### src/rtl/ball_collision_ctrl.sv
// rtl/ball_collision_ctrl.sv - per-frame ball-ball and cushion velocity resolver for two balls
module ball_collision_ctrl #(
    parameter int BALL_DIAMETER = 32,
    parameter int TABLE_LEFT    = 0,
    parameter int TABLE_RIGHT   = 639,
    parameter int TABLE_TOP     = 0,
    parameter int TABLE_BOTTOM  = 479
) (
    input  logic               clk,
    input  logic               resetN,
    input  logic               startOfFrame,
    input  logic signed [10:0] posAX,
    input  logic signed [10:0] posAY,
    input  logic signed [10:0] velAX,
    input  logic signed [10:0] velAY,
    input  logic signed [10:0] posBX,
    input  logic signed [10:0] posBY,
    input  logic signed [10:0] velBX,
    input  logic signed [10:0] velBY,
    output logic               velocityWriteEnableA,
    output logic signed [10:0] outvelocityAX,
    output logic signed [10:0] outvelocityAY,
    output logic               velocityWriteEnableB,
    output logic signed [10:0] outvelocityBX,
    output logic signed [10:0] outvelocityBY,
    output logic               hitPulse,
    output logic               busy
);

    typedef enum logic [2:0] {IDLE, SAMPLE, DETECT, RESOLVE, WRITE} state_t;

    localparam logic        [23:0] DIAM2 = 24'(BALL_DIAMETER * BALL_DIAMETER);
    localparam logic signed [11:0] X_LO  = 12'(TABLE_LEFT);
    localparam logic signed [11:0] X_HI  = 12'(TABLE_RIGHT - BALL_DIAMETER);
    localparam logic signed [11:0] Y_LO  = 12'(TABLE_TOP);
    localparam logic signed [11:0] Y_HI  = 12'(TABLE_BOTTOM - BALL_DIAMETER);

    state_t state, state_nxt;

    logic signed [10:0] s_pax, s_pay, s_vax, s_vay;
    logic signed [10:0] s_pbx, s_pby, s_vbx, s_vby;
    logic               contact_r;

    logic signed [11:0] dx, dy, dvx, dvy;
    logic signed [23:0] dx_w, dy_w;
    logic signed [24:0] dx_d, dy_d, dvx_d, dvy_d;
    logic        [23:0] dist2;
    logic signed [24:0] dot;
    logic               contact;

    logic signed [10:0] pre_ax, pre_ay, pre_bx, pre_by;
    logic signed [10:0] new_ax, new_ay, new_bx, new_by;
    logic               changed_a, changed_b;

    // Negating -1024 would wrap back to -1024, so clamp to +1023.
    function automatic logic signed [10:0] neg_sat(input logic signed [10:0] v);
        if (v == {1'b1, 10'b0})
            return 11'sh3FF;
        return -v;
    endfunction

    function automatic logic signed [10:0] reflect(input logic signed [10:0] p,
                                                   input logic signed [10:0] v,
                                                   input logic signed [11:0] lo,
                                                   input logic signed [11:0] hi);
        logic signed [11:0] pe;
        pe = {p[10], p};
        if (pe < lo && v[10])
            return neg_sat(v);
        if (pe > hi && !v[10] && v != '0)
            return neg_sat(v);
        return v;
    endfunction

    always_ff @(posedge clk or negedge resetN) begin
        if (!resetN)
            state <= IDLE;
        else
            state <= state_nxt;
    end

    always_comb begin
        state_nxt = state;
        case (state)
            IDLE:    if (startOfFrame) state_nxt = SAMPLE;
            SAMPLE:  state_nxt = DETECT;
            DETECT:  state_nxt = RESOLVE;
            RESOLVE: state_nxt = WRITE;
            WRITE:   state_nxt = IDLE;
            default: state_nxt = IDLE;
        endcase
    end

    always_ff @(posedge clk or negedge resetN) begin
        if (!resetN) begin
            s_pax <= '0; s_pay <= '0; s_vax <= '0; s_vay <= '0;
            s_pbx <= '0; s_pby <= '0; s_vbx <= '0; s_vby <= '0;
        end else if (state == SAMPLE) begin
            s_pax <= posAX; s_pay <= posAY; s_vax <= velAX; s_vay <= velAY;
            s_pbx <= posBX; s_pby <= posBY; s_vbx <= velBX; s_vby <= velBY;
        end
    end

    always_comb begin
        dx    = {s_pbx[10], s_pbx} - {s_pax[10], s_pax};
        dy    = {s_pby[10], s_pby} - {s_pay[10], s_pay};
        dvx   = {s_vbx[10], s_vbx} - {s_vax[10], s_vax};
        dvy   = {s_vby[10], s_vby} - {s_vay[10], s_vay};
        dx_w  = {{12{dx[11]}}, dx};
        dy_w  = {{12{dy[11]}}, dy};
        dx_d  = {{13{dx[11]}}, dx};
        dy_d  = {{13{dy[11]}}, dy};
        dvx_d = {{13{dvx[11]}}, dvx};
        dvy_d = {{13{dvy[11]}}, dvy};
        dist2 = dx_w * dx_w + dy_w * dy_w;
        dot   = dx_d * dvx_d + dy_d * dvy_d;
        // Overlapping but moving apart must not swap again next frame.
        contact = (dist2 <= DIAM2) && dot[24];
    end

    always_ff @(posedge clk or negedge resetN) begin
        if (!resetN)
            contact_r <= 1'b0;
        else if (state == DETECT)
            contact_r <= contact;
    end

    always_comb begin
        pre_ax = contact_r ? s_vbx : s_vax;
        pre_ay = contact_r ? s_vby : s_vay;
        pre_bx = contact_r ? s_vax : s_vbx;
        pre_by = contact_r ? s_vay : s_vby;
        new_ax = reflect(s_pax, pre_ax, X_LO, X_HI);
        new_ay = reflect(s_pay, pre_ay, Y_LO, Y_HI);
        new_bx = reflect(s_pbx, pre_bx, X_LO, X_HI);
        new_by = reflect(s_pby, pre_by, Y_LO, Y_HI);
        changed_a = {new_ax, new_ay} != {s_vax, s_vay};
        changed_b = {new_bx, new_by} != {s_vbx, s_vby};
    end

    always_ff @(posedge clk or negedge resetN) begin
        if (!resetN) begin
            velocityWriteEnableA <= 1'b0;
            velocityWriteEnableB <= 1'b0;
            hitPulse             <= 1'b0;
            outvelocityAX        <= '0;
            outvelocityAY        <= '0;
            outvelocityBX        <= '0;
            outvelocityBY        <= '0;
        end else begin
            velocityWriteEnableA <= 1'b0;
            velocityWriteEnableB <= 1'b0;
            hitPulse             <= 1'b0;
            if (state == RESOLVE) begin
                velocityWriteEnableA <= changed_a;
                velocityWriteEnableB <= changed_b;
                hitPulse             <= contact_r;
                if (changed_a) begin
                    outvelocityAX <= new_ax;
                    outvelocityAY <= new_ay;
                end
                if (changed_b) begin
                    outvelocityBX <= new_bx;
                    outvelocityBY <= new_by;
                end
            end
        end
    end

    assign busy = (state != IDLE);

endmodule

### config.mk
export PLATFORM = sky130hd
export DESIGN_NAME = ball_collision_ctrl
export DESIGN_NICKNAME = d
export VERILOG_FILES = /design/src/rtl/ball_collision_ctrl.sv
export SDC_FILE = /design/constraint.sdc
export NUM_CORES = 2
export LEC_CHECK = 0
export BUFFER_PORTS_ARGS = -buffer_cell sky130_fd_sc_hd__buf_2
export CAP_MARGIN = 15
export CORE_ASPECT_RATIO = 0.6
export CORE_MARGIN = 1
export CORE_UTILIZATION = 38
export DETAILED_ROUTE_END_ITERATION = 12
export PLACE_DENSITY = 0.55
export SYNTH_ARGS = -nofsm -noshare
export SYNTH_HDL_FRONTEND = slang
export SYNTH_SLANG_ARGS = --single-unit
### constraint.sdc
create_clock -name clk -period 10.1 [get_ports clk]
set_clock_uncertainty 0.15 [all_clocks]
set_input_delay 0.505 -clock clk [delete_from_list [all_inputs] [get_ports clk]]
set_output_delay 0.505 -clock clk [all_outputs]
set_load 0.02 [all_outputs]
### Word-level counts from Yosys, hierarchy flattened

Index checks and enable logic that the tools add are counted.
Widths: inputs -> output; s select.

| storage, ports and cells | value |
|---|---|
| latch bits | 0 |
| register bits | 139 |
| bits in read-only memories | 0 |
| output and inout port bits | 48 |
| bits of input ports | 91 |
| RAM bits | 0 |
| memories kept | 0 |

| operators by class | value |
|---|---|
| reduce and logical (&&, ||, !) cells | 25 |
| div/mod/pow operators | 0 |
| order comparisons | 9 |
| $add $sub $neg | 10 |
| bitwise operators | 0 |
| multipliers | 4 |
| shift operators | 0 |
| equality and inequality tests | 10 |
| multiplexer cells | 65 |

Operator list:

| kind | number |
|---|---|
| $mux 11 | 32 |
| $mul 12x12->24 | 4 |
| $sub 11x11->12 | 4 |
| $eq 11x11->1 const B | 4 |
| $lt 11x1->1 const B | 4 |
| $ne 22x22->1 | 2 |
| $neg 11->11 | 4 |
| $reduce_bool 11->1 | 4 |
| $mux 1 | 31 |
| $add 24x24->25 | 1 |
| $add 24x24->24 | 1 |
| $le 24x11->1 const B | 1 |
| $gt 11x10->1 const B | 2 |
| $gt 11x11->1 const B | 2 |
| $logic_and 1x1->1 | 13 |
| $pmux 3 s4 | 1 |
| $eq 3x2->1 const B | 2 |
| $logic_not 1->1 | 4 |
| $reduce_and 2->1 | 2 |
| $eq 3x1->1 const B | 1 |
| $logic_not 3->1 | 1 |
| $mux 3 | 1 |
| $reduce_bool 3->1 | 1 |
| $ne 2x2->1 const B | 1 |

### Longest topological paths before layout

| logic depth | value |
|---|---|
| depth after elaboration | 12 |
| mapped depth | 38 |

### Worst setup path before layout

No wires, ideal clock.

| timing path | value |
|---|---|
| kind | reg2reg |
| from | reg s_pay[1] |
| to | reg contact_r |
| library setup time | 0.095 ns |
| slack | 1.568 ns |
| data required time | 9.855 ns |
| stages on the path, launching flop included | 33 |
| arrival | 8.286 ns |
| clock period less this slack | 8.532 ns |
| path through | dfrtp_1 -> inv_1 -> ha_1 -> nor2b_1 -> o21ai_0 -> a21boi_0 -> o21ai_0 -> a21boi_0 -> o21a_1 -> o311a_1 -> o21ai_1 -> clkinv_1 -> clkbuf_1 -> nor2_1 -> fa_1 -> inv_1 -> fa_1 -> fa_1 -> fa_1 -> fa_1 -> fa_1 -> inv_1 -> fa_1 -> ha_1 -> a21o_1 -> a21o_1 -> a21oi_1 -> and4_1 -> o31ai_1 -> and3_1 -> xnor2_1 -> nand4_1 -> o31ai_1 |

| between the ends | value |
|---|---|
| word-level cells in the longest chain between the ends | 5 |
| elaborated cells on any way between the ends | 7 |
| classes of those cells | add/sub: 3; mul: 2; order compare: 1; reduce/logical: 1 |

Ends and longest elaborated chain:

| element | line | source |
|---|---|---|
| start: declaration | 40 | `logic signed [10:0] s_pax, s_pay, s_vax, s_vay;` |
| start signal: assignment | 99 | `s_pax <= posAX; s_pay <= posAY; s_vax <= velAX; s_vay <= velAY;` |
| $sub 11x11->12 * | 106 | `dy = {s_pby[10], s_pby} - {s_pay[10], s_pay};` |
| $mul 12x12->24 | 115 | `dist2 = dx_w * dx_w + dy_w * dy_w;` |
| $add 24x24->24 | 115 |  |
| $le 24x11->1 | 118 | `contact = (dist2 <= DIAM2) && dot[24];` |
| $logic_and 1x1->1 * | 118 |  |
| end signal: assignment | 125 | `contact_r <= contact;` |
| end: declaration | 42 | `logic contact_r;` |

Mark *: on every way between the ends. The rest lies on a longest branch, timed or not.
A chain may end at the register's enable or synchronous reset.

### Final worst setup path

Ends and elaborated chain as after synthesis.

==> flow_summary.rst <==
.. list-table::
   :header-rows: 1

   * - Metric
     - Value
   * - Most instantiated cells after synthesis
     - 744 x inv_1, 610 x fa_1, 336 x nand2_1
   * - Cells on worst reg2reg path
     - 33
   * - Max Fclk
     - 0.103 GHz
   * - Most instantiated flip-flop cell in the synthesis netlist
     - dfrtp_1
   * - Share of async-settable or async-resettable flops after synthesis
     - 1.00
   * - Starting density of the core
     - 0.387
   * - H-Tree Level Count
     - 4
   * - Die extent in y
     - 226 µm
   * - Top cells by area, synth
     - fa_1 38%, dfrtp_1 11%, inv_1 8.8%
   * - Share of Yosys cell area claimed by the top area cell type
     - 0.384
   * - Initial drt markers
     - 2699
   * - Combined area of the multi-input logic cells
     - 0.0249 mm²
   * - Total grt overflow
     - 0
   * - Cell type group with the largest total delay on the critical path
     - adder cells
   * - Via count of the first global-routing pass
     - 24400
   * - Worst-Margin Slew
     - 1.36 ns
   * - Final critical-path share of the clock period
     - 0.959
   * - EDFF count, synth
     - 0
   * - Buffer depth of the longest clock path
     - 3
   * - Placeable core area
     - 0.0822 mm²
   * - Number of iterations in the first detailed-routing pass
     - 6
   * - Accumulated negative setup slack
     - 0 ns
   * - Distinct cells, synth
     - 90
   * - Largest area contributor in the netlist
     - fa_1
   * - Number of synthesized register bits
     - 139
   * - Floorplan die area
     - 0.0849 mm²
   * - Type of destination of the critical path
     - flop
   * - Clock tree root driver cell
     - clkbuf_16
   * - CTS clk-pin slew, worst paths
     - 0.06 ns
   * - Netlist area before placement
     - 0.0318 mm²
   * - Critical Path Fanout Max
     - 12
   * - Routed via count divided by cell count
     - 5.31
   * - Sequential Area
     - 0.00348 mm²
   * - R2R setup slack
     - 0.41 ns
   * - Synth Warn #
     - 0
   * - Total wirelength of the detailed-routed design
     - 108000 µm
   * - Net count after synthesis
     - 4448
   * - Crit path required time
     - 10.35 ns
   * - Share of final-layout standard cells stronger than drive strength 1
     - 0.112
   * - Crit path DAT
     - 9.94 ns
   * - Endpoint of the worst hold-timing path
     - s_pax[4]
   * - Post-placement cell area
     - 0.0341 mm²
   * - Depth of the worst hold-timing path
     - 3
   * - Final routed DRC violation total
     - 0
   * - Number of antenna violations at the first check in global routing
     - 8
   * - HPWL after DPL
     - 90400 µm
   * - Result of the run
     - finished clean
   * - CTS sink count
     - 139
   * - Number of placement rows
     - 81
   * - Launch instance of the worst min-delay path
     - posAX[4]
   * - Headroom to the max-slew limit
     - 0.0918
   * - Most common cell in the netlist
     - inv_1
   * - Slowest Stage Delay on Critical Path
     - 0.53 ns
   * - Global routing usage summed across all routing layers
     - 0.259
   * - Mean area per synthesized cell
     - 9.00 µm²
   * - Sequential area share after synthesis
     - 0.109
   * - Fin area
     - 0.0348 mm²
   * - CTS Buf Count
     - 25
   * - Fill cell count
     - 8182
   * - Reg2reg end
     - contact_r
   * - Final worst path period need
     - 9.69 ns
   * - Count of endpoints failing hold in the final timing report
     - 0
   * - Element type at the critical path start
     - flop
   * - Count of buffering cells on the critical path with inverters included
     - 6
   * - Worst flop-to-flop path startpoint
     - s_pay[1]
   * - Classification of the worst setup path
     - reg -> reg
   * - Area delta synth->final
     - 9.50%
   * - Number of buffer cells added on primary ports
     - 138
   * - Number of max-slew violations in the final report
     - 0
   * - Max-cap violations
     - 0
   * - Wire length of the first global-routing pass
     - 161000 µm
   * - Placer congestion estimate
     - 1.02
   * - Unrepaired setup endpoints after global routing
     - no
   * - Routed via count
     - 25300
   * - Worst Hold Class
     - in -> reg
   * - Most used cell, CP
     - fa_1
   * - Clock tree from TritonCTS
     - built
   * - Number of nets still failing antenna checks after routing
     - 0
   * - Pin count of the biggest net entering global routing
     - 93
   * - Setup-failing EPs final
     - 0
   * - Count of nets after finishing
     - 4552
   * - WL/cell
     - 22.7 µm
   * - I/O pin total
     - 139
   * - Syn Inst Count
     - 3533
   * - Skew-Pair Late Insertion Delay
     - 0.51 ns
   * - Library cell contributing the largest single delay on the critical path
     - fa_1
   * - Horiz. Die Dim
     - 376 µm
[stage by stage]
stage,std cells,worst slack [ns],hold slack (ns),util
2_1_floorplan,3533,1.57,0.0594,-
3_3_place_gp,4723,0.692,0.338,0.414
3_5_place_dp,4723,0.590,0.340,0.414
4_1_cts,4757,0.557,0.0308,0.423
5_1_grt,4765,0.0100,0.0591,0.424
6_report,4766,0.413,0.0476,0.424
[registers in the layout, summed over array words and instances (netlist names)]
| register | cells |
|---|---|
| outvelocityAX | 11 |
| outvelocityAY | 11 |
| outvelocityBX | 11 |
| outvelocityBY | 11 |
| s_pax | 11 |
| s_pay | 11 |
| s_pbx | 11 |
| s_pby | 11 |
| s_vax | 11 |
| s_vay | 11 |
| s_vbx | 11 |
| s_vby | 11 |
| state | 3 |
| contact_r | 1 |
| hitPulse | 1 |
| velocityWriteEnableA | 1 |
| velocityWriteEnableB | 1 |
[worst reg2reg max path: cells and delay by family (launching register included)]
| family | cells | cell delay [ns] |
|---|---|---|
| adders and majority gates | 9 | 3.99 |
| DFF | 1 | 0.37 |
| muxes | 1 | 0.26 |
| buffers and inverters | 6 | 0.70 |
| AOI/OAI and AO/OA | 11 | 2.74 |
| and+or+nand+nor | 6 | 1.38 |
[how the worst max path moves through the flow]
stage,startpoint,endpoint,slack (ns),cells after the start
3_3_place_gp,s_vax[0],contact_r,0.69,33
6_report,s_pay[1],contact_r,0.41,33
3_5_place_dp,s_pax[1],contact_r,0.59,32
2_1_floorplan,s_pay[1],contact_r,1.57,32
4_1_cts,s_pax[1],contact_r,0.56,32
5_1_grt,s_pax[1],contact_r,0.01,32
[layout make-up]
class	instances	area share
Inverter	746	0.0805
Clock buffer	30	0.0194
Antenna cell	3	0.000216
Tap cell	1120	0.0402
Clock inverter	3	0.000575
Multi-Input combinational cell	2480	0.716
Sequential cell	139	0.100
Timing Repair Buffer	245	0.0432
[cells in the final DEF (no fill, tap or decap), types with 18 or more instances in the layout]
cell type	netlist	final
a31oi_1	20	20
fa_1	610	610
nand3_1	43	43
a21o_1	34	34
xnor2_1	60	54
dfrtp_1	139	138
mux2i_1	59	59
inv_1	744	741
or2_2	23	23
nor3_1	57	56
nand2_1	336	336
o21ai_0	147	145
nand2b_1	54	54
clkbuf_16	0	25
nor2b_1	34	34
nor2_1	261	259
mux2_2	70	70
and2_1	35	35
a21oi_1	67	66
o21a_1	22	22
ha_1	214	214
buf_4	1	103
a21boi_0	18	18
buf_2	16	137
[cells by family after synthesis]
family,count (synthesis),synth area share
AO/OA/AOI/OAI,477,0.100
AND/OR/NAND/NOR,959,0.142
flip-flops,139,0.109
multiplexers,142,0.0495
adder cells (fa/ha/maj),824,0.468
buffers and inverters,914,0.109
XOR/XNOR,78,0.0219
[per-layer routing]
| layer | GRT usage | up-vias | wire length [µm] |
|---|---|---|---|
| met3 | 0.125 | 52 | 15700 |
| li1 | - | 11400 | - |
| met2 | 0.300 | 1232 | 37900 |
| met4 | 0.0208 | 6 | 555 |
| met1 | 0.422 | 12600 | 54100 |
| met5 | 0 | - | 30 |
[what timing repair did]
item | CTS | global route
hold endpoints to repair | 54 | 0
resized for setup | 0 | 8
hold buffers | 1 | 0
buffers inserted | 0 | 3
setup endpoints to repair | 0 | 1
Power is not shown: default switching activity piles up to over one toggle a cycle in this logic, so the estimate is an artifact.
